**config.mk**
```make
export PLATFORM = sky130hd
export DESIGN_NAME = spell_mem_arbiter_flat
export DESIGN_NICKNAME = d
export VERILOG_FILES = /design/src/rtl/spell_mem_arbiter_pkg.sv /design/src/rtl/spell_mem_arbiter_if.sv /design/src/rtl/spell_mem_arb_rr.sv /design/src/rtl/spell_mem_arbiter.sv /design/src/flat_wrapper.sv
export SDC_FILE = /design/constraint.sdc
export NUM_CORES = 1
export LEC_CHECK = 0
export CAP_MARGIN = 10
export CELL_PAD_IN_SITES_DETAIL_PLACEMENT = 0
export CELL_PAD_IN_SITES_GLOBAL_PLACEMENT = 1
export CORE_ASPECT_RATIO = 0.9
export CORE_MARGIN = 5
export CORE_UTILIZATION = 32
export DETAILED_ROUTE_END_ITERATION = 10
export PLACE_DENSITY = 0.9
export SLEW_MARGIN = 20
export SYNTH_ARGS = -nofsm -noshare
export SYNTH_HDL_FRONTEND = slang
export SYNTH_SLANG_ARGS = --single-unit
```
**constraint.sdc**
```tcl
create_clock -name clock -period 2.2 [get_ports clock]
set_input_delay 0.22 -clock clock [delete_from_list [all_inputs] [get_ports clock]]
set_output_delay 0.22 -clock clock [all_outputs]
set_load 0.02 [all_outputs]
```
**src/rtl/spell_mem_arbiter_pkg.sv**
```systemverilog
// Shared definitions for the spell memory arbiter: FSM encoding and memory type helpers.
// Reuses `MemoryTypeCode / `MemoryTypeData when the surrounding build already provides them.
`ifndef MemoryTypeCode
`define MemoryTypeCode 2'b00
`endif
`ifndef MemoryTypeData
`define MemoryTypeData 2'b01
`endif

package spell_mem_arbiter_pkg;

  localparam logic [1:0] SPELL_ARB_IDLE   = 2'd0;
  localparam logic [1:0] SPELL_ARB_ACCESS = 2'd1;
  localparam logic [1:0] SPELL_ARB_RESP   = 2'd2;

  function automatic logic mem_type_valid(input logic [1:0] mem_type);
    return (mem_type == `MemoryTypeCode) || (mem_type == `MemoryTypeData);
  endfunction

endpackage

```
**src/rtl/spell_mem_arbiter_if.sv**
```systemverilog
// Bus bundle for the spell memory arbiter: two requester ports plus the spell_mem port.
// The master modport is the arbiter; the slave modport is the requesters and memory side.
interface spell_mem_arbiter_if;

  logic       rq0_req,   rq1_req;
  logic [7:0] rq0_addr,  rq1_addr;
  logic [7:0] rq0_wdata, rq1_wdata;
  logic [1:0] rq0_type,  rq1_type;
  logic       rq0_write, rq1_write;
  logic [7:0] rq0_rdata, rq1_rdata;
  logic       rq0_ready, rq1_ready;
  logic       rq0_err,   rq1_err;

  logic       mem_select;
  logic       mem_write;
  logic [7:0] mem_addr;
  logic [7:0] mem_data_in;
  logic [1:0] mem_memory_type;
  logic [7:0] mem_data_out;
  logic       mem_data_ready;

  modport master (
    input  rq0_req, rq0_addr, rq0_wdata, rq0_type, rq0_write,
    input  rq1_req, rq1_addr, rq1_wdata, rq1_type, rq1_write,
    output rq0_rdata, rq0_ready, rq0_err,
    output rq1_rdata, rq1_ready, rq1_err,
    output mem_select, mem_write, mem_addr, mem_data_in, mem_memory_type,
    input  mem_data_out, mem_data_ready
  );

  modport slave (
    output rq0_req, rq0_addr, rq0_wdata, rq0_type, rq0_write,
    output rq1_req, rq1_addr, rq1_wdata, rq1_type, rq1_write,
    input  rq0_rdata, rq0_ready, rq0_err,
    input  rq1_rdata, rq1_ready, rq1_err,
    input  mem_select, mem_write, mem_addr, mem_data_in, mem_memory_type,
    output mem_data_out, mem_data_ready
  );

endinterface

```
**src/rtl/spell_mem_arb_rr.sv**
```systemverilog
// Combinational two-way round-robin picker: on contention the port not granted last wins.
module spell_mem_arb_rr (
  input  logic [1:0] req,
  input  logic       last_grant,
  output logic       grant_valid,
  output logic       grant_idx
);

  always_comb begin
    // NOTE: every output gets a default first so no path through the case leaves a latch.
    grant_valid = |req;
    grant_idx   = 1'b0;
    case (req)
      2'b10:   grant_idx = 1'b1;
      2'b11:   grant_idx = ~last_grant;
      default: grant_idx = 1'b0;
    endcase
  end

endmodule

```
**src/rtl/spell_mem_arbiter.sv**
```systemverilog
// Two-port arbiter/sequencer for spell_mem: grants one requester, holds the registered bus
// until mem_data_ready, then pulses ready. Optional ACCESS timeout: SPELL_MEM_ARB_TIMEOUT_EN.
module spell_mem_arbiter
  import spell_mem_arbiter_pkg::*;
#(
  parameter int unsigned TIMEOUT_CYCLES = 64
) (
  input  logic                clock,
  input  logic                reset,
  spell_mem_arbiter_if.master bus
);

  if (TIMEOUT_CYCLES < 1 || TIMEOUT_CYCLES > 255) begin : g_bad_timeout
    $error("spell_mem_arbiter: TIMEOUT_CYCLES must be within 1..255");
  end

  logic [1:0] state_q;
  logic       last_grant_q;
  logic       granted_q;
  logic       mem_select_q;
  logic       mem_write_q;
  logic [7:0] mem_addr_q;
  logic [7:0] mem_data_in_q;
  logic [1:0] mem_type_q;
  logic [7:0] rdata_q [2];
  logic [1:0] ready_q;
  logic [1:0] err_q;

  logic       grant_valid;
  logic       grant_idx;
  logic [7:0] sel_addr;
  logic [7:0] sel_wdata;
  logic [1:0] sel_type;
  logic       sel_write;
  logic       timeout_hit;

  spell_mem_arb_rr u_rr (
    .req         ({bus.rq1_req, bus.rq0_req}),
    .last_grant  (last_grant_q),
    .grant_valid (grant_valid),
    .grant_idx   (grant_idx)
  );

  assign sel_addr  = grant_idx ? bus.rq1_addr  : bus.rq0_addr;
  assign sel_wdata = grant_idx ? bus.rq1_wdata : bus.rq0_wdata;
  assign sel_type  = grant_idx ? bus.rq1_type  : bus.rq0_type;
  assign sel_write = grant_idx ? bus.rq1_write : bus.rq0_write;

`ifdef SPELL_MEM_ARB_TIMEOUT_EN
  localparam logic [7:0] TIMEOUT_LIMIT = TIMEOUT_CYCLES[7:0];
  logic [7:0] tmo_cnt_q;

  // Clearing while IDLE guarantees a zero count on every entry into ACCESS.
  always_ff @(posedge clock or posedge reset) begin
    if (reset) begin
      tmo_cnt_q <= '0;
    end else if (state_q == SPELL_ARB_IDLE) begin
      tmo_cnt_q <= '0;
    end else if (state_q == SPELL_ARB_ACCESS) begin
      tmo_cnt_q <= tmo_cnt_q + 8'd1;
    end
  end

  assign timeout_hit = (state_q == SPELL_ARB_ACCESS) && ((tmo_cnt_q + 8'd1) == TIMEOUT_LIMIT);
`else
  assign timeout_hit = 1'b0;
`endif

  // NOTE: sequential state uses non-blocking assignments so every register samples pre-edge values.
  always_ff @(posedge clock or posedge reset) begin
    if (reset) begin
      state_q       <= SPELL_ARB_IDLE;
      last_grant_q  <= 1'b1;
      granted_q     <= 1'b0;
      mem_select_q  <= 1'b0;
      mem_write_q   <= 1'b0;
      mem_addr_q    <= '0;
      mem_data_in_q <= '0;
      mem_type_q    <= '0;
      // NOTE: the two-entry rdata array is visible state at reset, so it is cleared here too.
      rdata_q       <= '{default: '0};
      ready_q       <= '0;
      err_q         <= '0;
    end else begin
      ready_q <= '0;
      case (state_q)
        SPELL_ARB_IDLE: begin
          if (grant_valid) begin
            last_grant_q <= grant_idx;
            granted_q    <= grant_idx;
            if (mem_type_valid(sel_type)) begin
              mem_select_q  <= 1'b1;
              mem_write_q   <= sel_write;
              mem_addr_q    <= sel_addr;
              mem_data_in_q <= sel_wdata;
              mem_type_q    <= sel_type;
              state_q       <= SPELL_ARB_ACCESS;
            end else begin
              // Bad type never touches the memory; answer directly with an error.
              ready_q[grant_idx] <= 1'b1;
              err_q[grant_idx]   <= 1'b1;
              rdata_q[grant_idx] <= '0;
              state_q            <= SPELL_ARB_RESP;
            end
          end
        end
        SPELL_ARB_ACCESS: begin
          if (bus.mem_data_ready) begin
            mem_select_q       <= 1'b0;
            ready_q[granted_q] <= 1'b1;
            err_q[granted_q]   <= 1'b0;
            if (!mem_write_q) begin
              rdata_q[granted_q] <= bus.mem_data_out;
            end
            state_q <= SPELL_ARB_RESP;
          end else if (timeout_hit) begin
            mem_select_q       <= 1'b0;
            ready_q[granted_q] <= 1'b1;
            err_q[granted_q]   <= 1'b1;
            rdata_q[granted_q] <= '0;
            state_q            <= SPELL_ARB_RESP;
          end
        end
        SPELL_ARB_RESP: state_q <= SPELL_ARB_IDLE;
        default:        state_q <= SPELL_ARB_IDLE;
      endcase
    end
  end

  assign bus.mem_select      = mem_select_q;
  assign bus.mem_write       = mem_write_q;
  assign bus.mem_addr        = mem_addr_q;
  assign bus.mem_data_in     = mem_data_in_q;
  assign bus.mem_memory_type = mem_type_q;
  assign bus.rq0_rdata       = rdata_q[0];
  assign bus.rq1_rdata       = rdata_q[1];
  assign bus.rq0_ready       = ready_q[0];
  assign bus.rq1_ready       = ready_q[1];
  assign bus.rq0_err         = err_q[0];
  assign bus.rq1_err         = err_q[1];

endmodule

```
**src/flat_wrapper.sv**
```systemverilog
// flat-port wrapper written by rule: the top's interface ports become plain ports
module spell_mem_arbiter_flat import spell_mem_arbiter_pkg::*;
#(
  parameter int unsigned TIMEOUT_CYCLES = 64
)
  (clock, reset, bus_rq0_req, bus_rq0_addr, bus_rq0_wdata, bus_rq0_type, bus_rq0_write, bus_rq1_req, bus_rq1_addr, bus_rq1_wdata, bus_rq1_type, bus_rq1_write, bus_rq0_rdata, bus_rq0_ready, bus_rq0_err, bus_rq1_rdata, bus_rq1_ready, bus_rq1_err, bus_mem_select, bus_mem_write, bus_mem_addr, bus_mem_data_in, bus_mem_memory_type, bus_mem_data_out, bus_mem_data_ready);
  spell_mem_arbiter_if bus_i ();
  input  logic clock;
  input  logic reset;
  input wire logic [$bits(bus_i.rq0_req)-1:0] bus_rq0_req;
  input wire logic [$bits(bus_i.rq0_addr)-1:0] bus_rq0_addr;
  input wire logic [$bits(bus_i.rq0_wdata)-1:0] bus_rq0_wdata;
  input wire logic [$bits(bus_i.rq0_type)-1:0] bus_rq0_type;
  input wire logic [$bits(bus_i.rq0_write)-1:0] bus_rq0_write;
  input wire logic [$bits(bus_i.rq1_req)-1:0] bus_rq1_req;
  input wire logic [$bits(bus_i.rq1_addr)-1:0] bus_rq1_addr;
  input wire logic [$bits(bus_i.rq1_wdata)-1:0] bus_rq1_wdata;
  input wire logic [$bits(bus_i.rq1_type)-1:0] bus_rq1_type;
  input wire logic [$bits(bus_i.rq1_write)-1:0] bus_rq1_write;
  output wire logic [$bits(bus_i.rq0_rdata)-1:0] bus_rq0_rdata;
  output wire logic [$bits(bus_i.rq0_ready)-1:0] bus_rq0_ready;
  output wire logic [$bits(bus_i.rq0_err)-1:0] bus_rq0_err;
  output wire logic [$bits(bus_i.rq1_rdata)-1:0] bus_rq1_rdata;
  output wire logic [$bits(bus_i.rq1_ready)-1:0] bus_rq1_ready;
  output wire logic [$bits(bus_i.rq1_err)-1:0] bus_rq1_err;
  output wire logic [$bits(bus_i.mem_select)-1:0] bus_mem_select;
  output wire logic [$bits(bus_i.mem_write)-1:0] bus_mem_write;
  output wire logic [$bits(bus_i.mem_addr)-1:0] bus_mem_addr;
  output wire logic [$bits(bus_i.mem_data_in)-1:0] bus_mem_data_in;
  output wire logic [$bits(bus_i.mem_memory_type)-1:0] bus_mem_memory_type;
  input wire logic [$bits(bus_i.mem_data_out)-1:0] bus_mem_data_out;
  input wire logic [$bits(bus_i.mem_data_ready)-1:0] bus_mem_data_ready;
  assign bus_i.rq0_req = bus_rq0_req;
  assign bus_i.rq0_addr = bus_rq0_addr;
  assign bus_i.rq0_wdata = bus_rq0_wdata;
  assign bus_i.rq0_type = bus_rq0_type;
  assign bus_i.rq0_write = bus_rq0_write;
  assign bus_i.rq1_req = bus_rq1_req;
  assign bus_i.rq1_addr = bus_rq1_addr;
  assign bus_i.rq1_wdata = bus_rq1_wdata;
  assign bus_i.rq1_type = bus_rq1_type;
  assign bus_i.rq1_write = bus_rq1_write;
  assign bus_rq0_rdata = bus_i.rq0_rdata;
  assign bus_rq0_ready = bus_i.rq0_ready;
  assign bus_rq0_err = bus_i.rq0_err;
  assign bus_rq1_rdata = bus_i.rq1_rdata;
  assign bus_rq1_ready = bus_i.rq1_ready;
  assign bus_rq1_err = bus_i.rq1_err;
  assign bus_mem_select = bus_i.mem_select;
  assign bus_mem_write = bus_i.mem_write;
  assign bus_mem_addr = bus_i.mem_addr;
  assign bus_mem_data_in = bus_i.mem_data_in;
  assign bus_mem_memory_type = bus_i.mem_memory_type;
  assign bus_i.mem_data_out = bus_mem_data_out;
  assign bus_i.mem_data_ready = bus_mem_data_ready;
  spell_mem_arbiter #(.TIMEOUT_CYCLES(TIMEOUT_CYCLES)) u_core (.clock(clock), .reset(reset), .bus(bus_i));
endmodule
```
==> results of run 1 <==
metal layers:
| layer | GRT usage | wire, µm | vias to the layer above |
|---|---|---|---|
| met5 | 0 | 0 | - |
| met2 | 0.210 | 2270 | 62 |
| met4 | 0.0439 | 64 | 0 |
| met3 | 0.0461 | 430 | 8 |
| met1 | 0.183 | 2450 | 786 |
| li1 | - | - | 751 |
cell type report:
class	count	area share
multi-input combinational	94	0.268
sequential	44	0.352
tap	72	0.0288
clock inverter	2	0.00479
clock buffer	6	0.0264
inverter	5	0.00599
timing repair buffer	101	0.314
power by group through the flow:
| stage | logic, mW | clock network [mW] | registers [mW] |
|---|---|---|---|
| after floorplan | 0.698 | 0 | 1.84 |
| after global placement | 2.04 | 0 | 1.46 |
| after detailed placement | 2.07 | 0 | 1.47 |
| after CTS | 2.07 | 0.560 | 1.47 |
| after global routing | 2.17 | 0.598 | 1.53 |
| final | 2.04 | 0.535 | 1.47 |
stage by stage:
stage	area, µm²	power (mW)	hold slack [ps]	instances	setup slack (ps)
final	3130	4.04	256	324	346
after global routing	3130	4.30	291	324	232
after CTS	3130	4.11	263	324	324
after detailed placement	3040	3.55	482	316	117
after global placement	3040	3.50	464	316	171
after floorplan	1990	2.53	290	149	500
how the worst max path moves through the flow:
stage                                   from                                  end  slack [ps]  depth (start not counted)
2_1_floorplan  u_core.state_q[1]$_DFFE_PP0P_  u_core.bus.rq0_rdata[0]$_DFFE_PP0P_         500                          5
3_3_place_gp                     bus_rq0_req  u_core.bus.rq0_rdata[5]$_DFFE_PP0P_         170                          5
3_5_place_dp                     bus_rq1_req  u_core.bus.rq0_rdata[7]$_DFFE_PP0P_         120                          5
4_1_cts        u_core.state_q[0]$_DFFE_PP0P_  u_core.bus.rq0_rdata[4]$_DFFE_PP0P_         320                          4
5_1_grt        u_core.state_q[0]$_DFFE_PP0P_  u_core.bus.rq0_rdata[4]$_DFFE_PP0P_         230                          4
6_report       u_core.state_q[0]$_DFFE_PP0P_  u_core.bus.rq0_rdata[1]$_DFFE_PP0P_         350                          4
cell usage in the layout (no fill, tap or decap), types with 2 or more instances in the layout:
master,n
inv_1,4
a31oi_1,2
nor3_1,3
and2_1,2
mux2_1,18
nor2_1,2
mux2_2,18
a21oi_1,4
nor2b_1,2
clkdlybuf4s50_1,90
dfrtp_1,43
buf_4,11
nor3b_1,2
a22o_1,17
clkbuf_8,6
clkinvlp_4,2
nand2_1,6
o21ai_1,2
registers in the layout (all words and copies together) (netlist names):
name and cells:
u_core.bus.mem_addr 8, u_core.bus.mem_data_in 8, u_core.bus.rq0_rdata 8, u_core.bus.rq1_rdata 8, u_core.bus.mem_memory_type 2, u_core.err_q 2, u_core.ready_q 2, u_core.state_q 2
u_core.bus.mem_select 1, u_core.bus.mem_write 1, u_core.granted_q 1, u_core.last_grant_q 1
cells by family after synthesis:
| family | count (synthesis) |
|---|---|
| muxes | 38 |
| AOI/OAI and AO/OA | 32 |
| DFF | 44 |
| and+or+nand+nor | 24 |
| buffers and inverters | 11 |
==> reports/qor.csv, run 1 <==
metric,value,unit
synth_compound_area_frac,0.130,
slew_headroom,0.470,
cp.arrival,2040,ps
intPower,2.52,mW
irDropWorstVdd,0.637,mV
max-cap-violations,0,
row_count,27,
max_stage_delay,580,ps
avgSynthCellArea,13.4,µm²
hpwl,3.98,mm
syn_area,0.00199,mm²
cts_hold_buffers,0,
p_leak,1.33,nW
drt-total-wl,5.22,mm
nFillCells,559,
route.detailed.drc,0,
synth_fa_ha_area_frac,0,
worstSetupEndpointType,register,
ys_ff_latch,44,
synthTopCellsByArea,"dfrtp_1 (54%), mux2_1 (10%), mux2_2 (10%)",
finalSetupTns,0,ps
cp_slowest_cell,dfrtp_1,
viasPerCell,4.96,
htree_levels,2,
p_per_area,1290,mW/mm²
cts_setup_buffers,0,
status,finished clean,
cts.clk_slew.worst_paths,80,ps
yosysTopAreaCell,dfrtp_1,
syn_nets,200,
power.share.clock,0.132,
hold_viol,0,
dr.pass1.iters,4,
vias,1607,
rr_worst_depth,4,
multi_input_area,841,µm²
track_usage,0.137,
area_delta_synth_final,57.3,%
worstMarginPinSlew,794,ps
cts_tree,yes,
io_buffer_count,90,
p_comb_frac,0.505,
fin_nets,302,
ctsResizeCount,0,
start_util,0.328,
fmax,539,MHz
dr.first_iter.drc_count,48,
gp_congestion,0.843,
synth.distinct_cells,34,
swShare,0.376,
crit_fanout,10,
synth-simple-area-share,0.0741,
p_switching,1.52,mW
clock_latency,300,ps
drive_above_1_share,0.179,
ys_seq_area_frac,0.553,
ys_warn_count,0,
final_core_util,0.515,
worstPathRequired,2390,ps
critPathLaunchType,register,
regArea,0.00110,mm²
period_needed,1850,ps
synthArstFlopShare,1.00,
die_area,0.00791,mm²
reg2reg_from,u_core.state_q[0]$_DFFE_PP0P_,
crit_buf_inv,0,
setup_viol,0,
min_path_type,input pin to asynchronous set/reset pin,
seqPwrFrac,0.363,
path_delay_family,compound AO/OA/AOI/OAI gates,
postSynthCellCount,149,
globalRouteOverflowTotal,0,
coreArea,0.00608,mm²
grt_pass1_wl,8.47,mm
cts-root-buf,clkbuf_8,
rsz0062_at_grt,false,
synthMuxAreaShare,0.216,
synth_top_area_share,0.540,
synth_top_family_by_area,multiplexers,
grt_pass1_vias,1691,
wl_per_cell,16.1,µm
diodes,0,
crit_chain,nor3_1 -> or3_1 -> a2111o_1 -> a22o_1,
die_w,93.2,µm
synth_edf_count,0,
die_h,84.9,µm
cts_buffers,5,
yosys.area_share.xor_xnor,0,
yosysMostFrequentCell,dfrtp_1,
cts_sinks,44,
cts_buffer_depth,2,
r2r-end,u_core.bus.rq0_rdata[1]$_DFFE_PP0P_,
ys.flop_type,dfrtp_1,
drv_slew,0,
grt_start_max_net_pins,24,
synth_common_cells,"dfrtp_1 (43), mux2_1 (18), mux2_2 (18)",
reg2reg_slack,350,ps
grt_antenna_before_repair,0,
fin_skew,6.95,ps
ant_nets,0,
path_class,register to register,
ios,91,
period_share,0.843,
No activity file was read; power rests on OpenSTA's default activity.
==> run 2, diff against run 1 <==
--- a/config.mk
+++ b/config.mk
@@ -10,9 +10,9 @@
 export CELL_PAD_IN_SITES_GLOBAL_PLACEMENT = 1
 export CORE_ASPECT_RATIO = 0.9
 export CORE_MARGIN = 5
-export CORE_UTILIZATION = 32
+export CORE_UTILIZATION = 28
 export DETAILED_ROUTE_END_ITERATION = 10
-export PLACE_DENSITY = 0.9
+export PLACE_DENSITY = 0.85
 export SLEW_MARGIN = 20
 export SYNTH_ARGS = -nofsm -noshare
 export SYNTH_HDL_FRONTEND = slang
==> constraint.sdc (replaced) <==
create_clock -name clock -period 1.6 [get_ports clock]
set_input_delay 0.16 -clock clock [delete_from_list [all_inputs] [get_ports clock]]
set_output_delay 0.16 -clock clock [all_outputs]
set_load 0.02 [all_outputs]
==> reports/qor.csv, run 2 (same netlist as run 1, synthesis figures left out) <==
metric,value,unit,change
reg2reg_from,u_core.state_q[0]$_DFFE_PP0P_,,unchanged
htree_levels,2,,unchanged
coreArea,0.00700,mm²,was 0.00608 mm²
grt_pass1_wl,9.92,mm,was 8.47 mm
ios,91,,unchanged
irDropWorstVdd,0.917,mV,was 0.637 mV
io_buffer_count,90,,unchanged
nFillCells,603,,was 559
crit_buf_inv,1,,was 0
fmax,553,MHz,was 539 MHz
cts.clk_slew.worst_paths,80,ps,about the same
cts-root-buf,clkbuf_8,,unchanged
fin_ws,-208,ps,was 346 ps
min_path_type,input pin to asynchronous set/reset pin,,unchanged
ant_nets,0,,unchanged
hold_viol,0,,unchanged
cts_hold_buffers,0,,unchanged
grt_pass1_vias,1903,,was 1691
setup_viol,34,,was 0
p_leak,1.59,nW,was 1.33 nW
postLayoutCellArea,0.00353,mm²,was 0.00313 mm²
critPathLaunchType,register,,unchanged
fin_skew,8.70,ps,was 6.95 ps
p_per_area,1800,mW/mm²,was 1290 mW/mm²
diodes,0,,unchanged
die_w,98.9,µm,was 93.2 µm
final_common_cell,clkdlybuf4s50_1,,unchanged
r2r-end,u_core.bus.rq0_rdata[4]$_DFFE_PP0P_,,was u_core.bus.rq0_rdata[1]$_DFFE_PP0P_
status,"finished, violations left",,was finished clean
cts_sinks,44,,unchanged
dr.pass1.iters,4,,unchanged
route.detailed.drc,0,,unchanged
row_count,29,,was 27
mostFrequentLayoutCells,"clkdlybuf4s50_1 (87), dfrtp_1 (43), buf_4 (20), mux2_4 (19), mux2_2 (18)",,"was clkdlybuf4s50_1 (90), dfrtp_1 (43), mux2_2 (18), mux2_1 (18), a22o_1 (17)"
period_needed,1810,ps,was 1850 ps
rr_worst_depth,5,,was 4
cp.arrival,1990,ps,was 2040 ps
violations,setup timing,,
reg2reg_slack,-210,ps,was 350 ps
worstPathRequired,1780,ps,was 2390 ps
worstMarginPinSlew,494,ps,was 794 ps
period_share,1.13,,was 0.843
globalRouteOverflowTotal,0,,unchanged
cp_slowest_cell,a2111o_1,,was dfrtp_1
worstSetupEndpointType,register,,unchanged
track_usage,0.137,,about the same
drive_above_1_share,0.326,,was 0.179
fin_nets,324,,was 302
final_core_util,0.504,,was 0.515
max_stage_delay,450,ps,was 580 ps
slew_headroom,0.669,,was 0.470
viasPerCell,4.66,,was 4.96
max-cap-violations,0,,unchanged
area_delta_synth_final,77.3,%,was 57.3%
gp_congestion,0.778,,was 0.843
hpwl,4.00,mm,was 3.98 mm
dr.first_iter.drc_count,46,,was 48
place_area,0.00317,mm²,was 0.00304 mm²
crit_chain,buf_4 -> nor2b_4 -> or3_4 -> a2111o_1 -> a22o_1,,was nor3_1 -> or3_1 -> a2111o_1 -> a22o_1
clock_latency,290,ps,was 300 ps
grt_antenna_before_repair,0,,unchanged
grt_start_max_net_pins,34,,was 24
path_delay_family,compound AO/OA/AOI/OAI gates,,unchanged
rsz0062_at_grt,true,,was false
finalSetupTns,-3080,ps,was 0 ps
dp_slack,-476,ps,was 117 ps
power,6.35,mW,was 4.04 mW
die_area,0.00890,mm²,was 0.00791 mm²
drt-total-wl,5.88,mm,was 5.22 mm
cts_buffer_depth,2,,unchanged
crit_fanout,8,,was 10
path_class,register to register,,unchanged
cts_tree,yes,,unchanged
start_util,0.284,,was 0.328
cts_buffers,5,,unchanged
drv_slew,0,,unchanged
vias,1706,,was 1607
wl_per_cell,16.1,µm,about the same
die_h,90.0,µm,was 84.9 µm
==> run 2: worst max-delay path by stage <==
stage	start	to	slack (ps)	cells past startpoint
after floorplan	u_core.state_q[1]$_DFFE_PP0P_	u_core.bus.rq0_rdata[0]$_DFFE_PP0P_	-100	5
after global placement	bus_rq0_req	u_core.bus.rq0_rdata[1]$_DFFE_PP0P_	-430	5
after detailed placement	bus_rq0_req	u_core.bus.rq0_rdata[3]$_DFFE_PP0P_	-480	5
after CTS	u_core.state_q[1]$_DFFE_PP0P_	u_core.bus.rq0_rdata[6]$_DFFE_PP0P_	-180	4
after global routing	u_core.state_q[0]$_DFFE_PP0P_	u_core.bus.rq0_rdata[2]$_DFFE_PP0P_	-250	5
final	u_core.state_q[0]$_DFFE_PP0P_	u_core.bus.rq0_rdata[4]$_DFFE_PP0P_	-210	5
==> run 2: through the flow <==
step	instances	hold slack, ps
after detailed placement	347	450
final	366	115
after floorplan	149	230
after global placement	347	452
after global routing	366	127
after CTS	365	125
==> run 2: final cells by class <==
cell class / instances / area [µm²] / area share
clock buffers: 5 / 68.8 / 0.0195
clock inverters: 2 / 12.5 / 0.00354
inverters: 5 / 18.8 / 0.00532
multi-input cells: 94 / 967 / 0.274
flip-flops and latches: 44 / 1100 / 0.312
well taps: 93 / 116 / 0.0330
repair buffers: 123 / 1240 / 0.353
==> run 2: report_power, final <==
group	internal [mW]	switching (mW)	leakage [nW]
combinational	2.11	1.61	0.991
sequential	1.64	0.333	0.555
clock	0.296	0.367	0.0400
==> run 2: repair_timing <==
item                       in CTS  in global routing
resized for setup              39                  6
hold endpoints to repair        0                  0
cloned                          2                  0
setup endpoints to repair      35                 35
buffers inserted                9                  4
pin swaps                       9                  8
==> run 2: routing by layer <==
| metal | wire length (µm) | GRT usage | vias up |
|---|---|---|---|
| met5 | 0 | 0 | - |
| met4 | 67 | 0.0387 | 0 |
| met3 | 445 | 0.0395 | 7 |
| met2 | 2750 | 0.225 | 66 |
| met1 | 2610 | 0.176 | 838 |
| li1 | - | - | 795 |
==> run 2: worst reg2reg max path: stages (launching register included) <==
cell and delay [ps]:
dfrtp_1 420, buf_4 150, nor2b_4 120, or3_4 320, a2111o_1 450, a22o_1 240
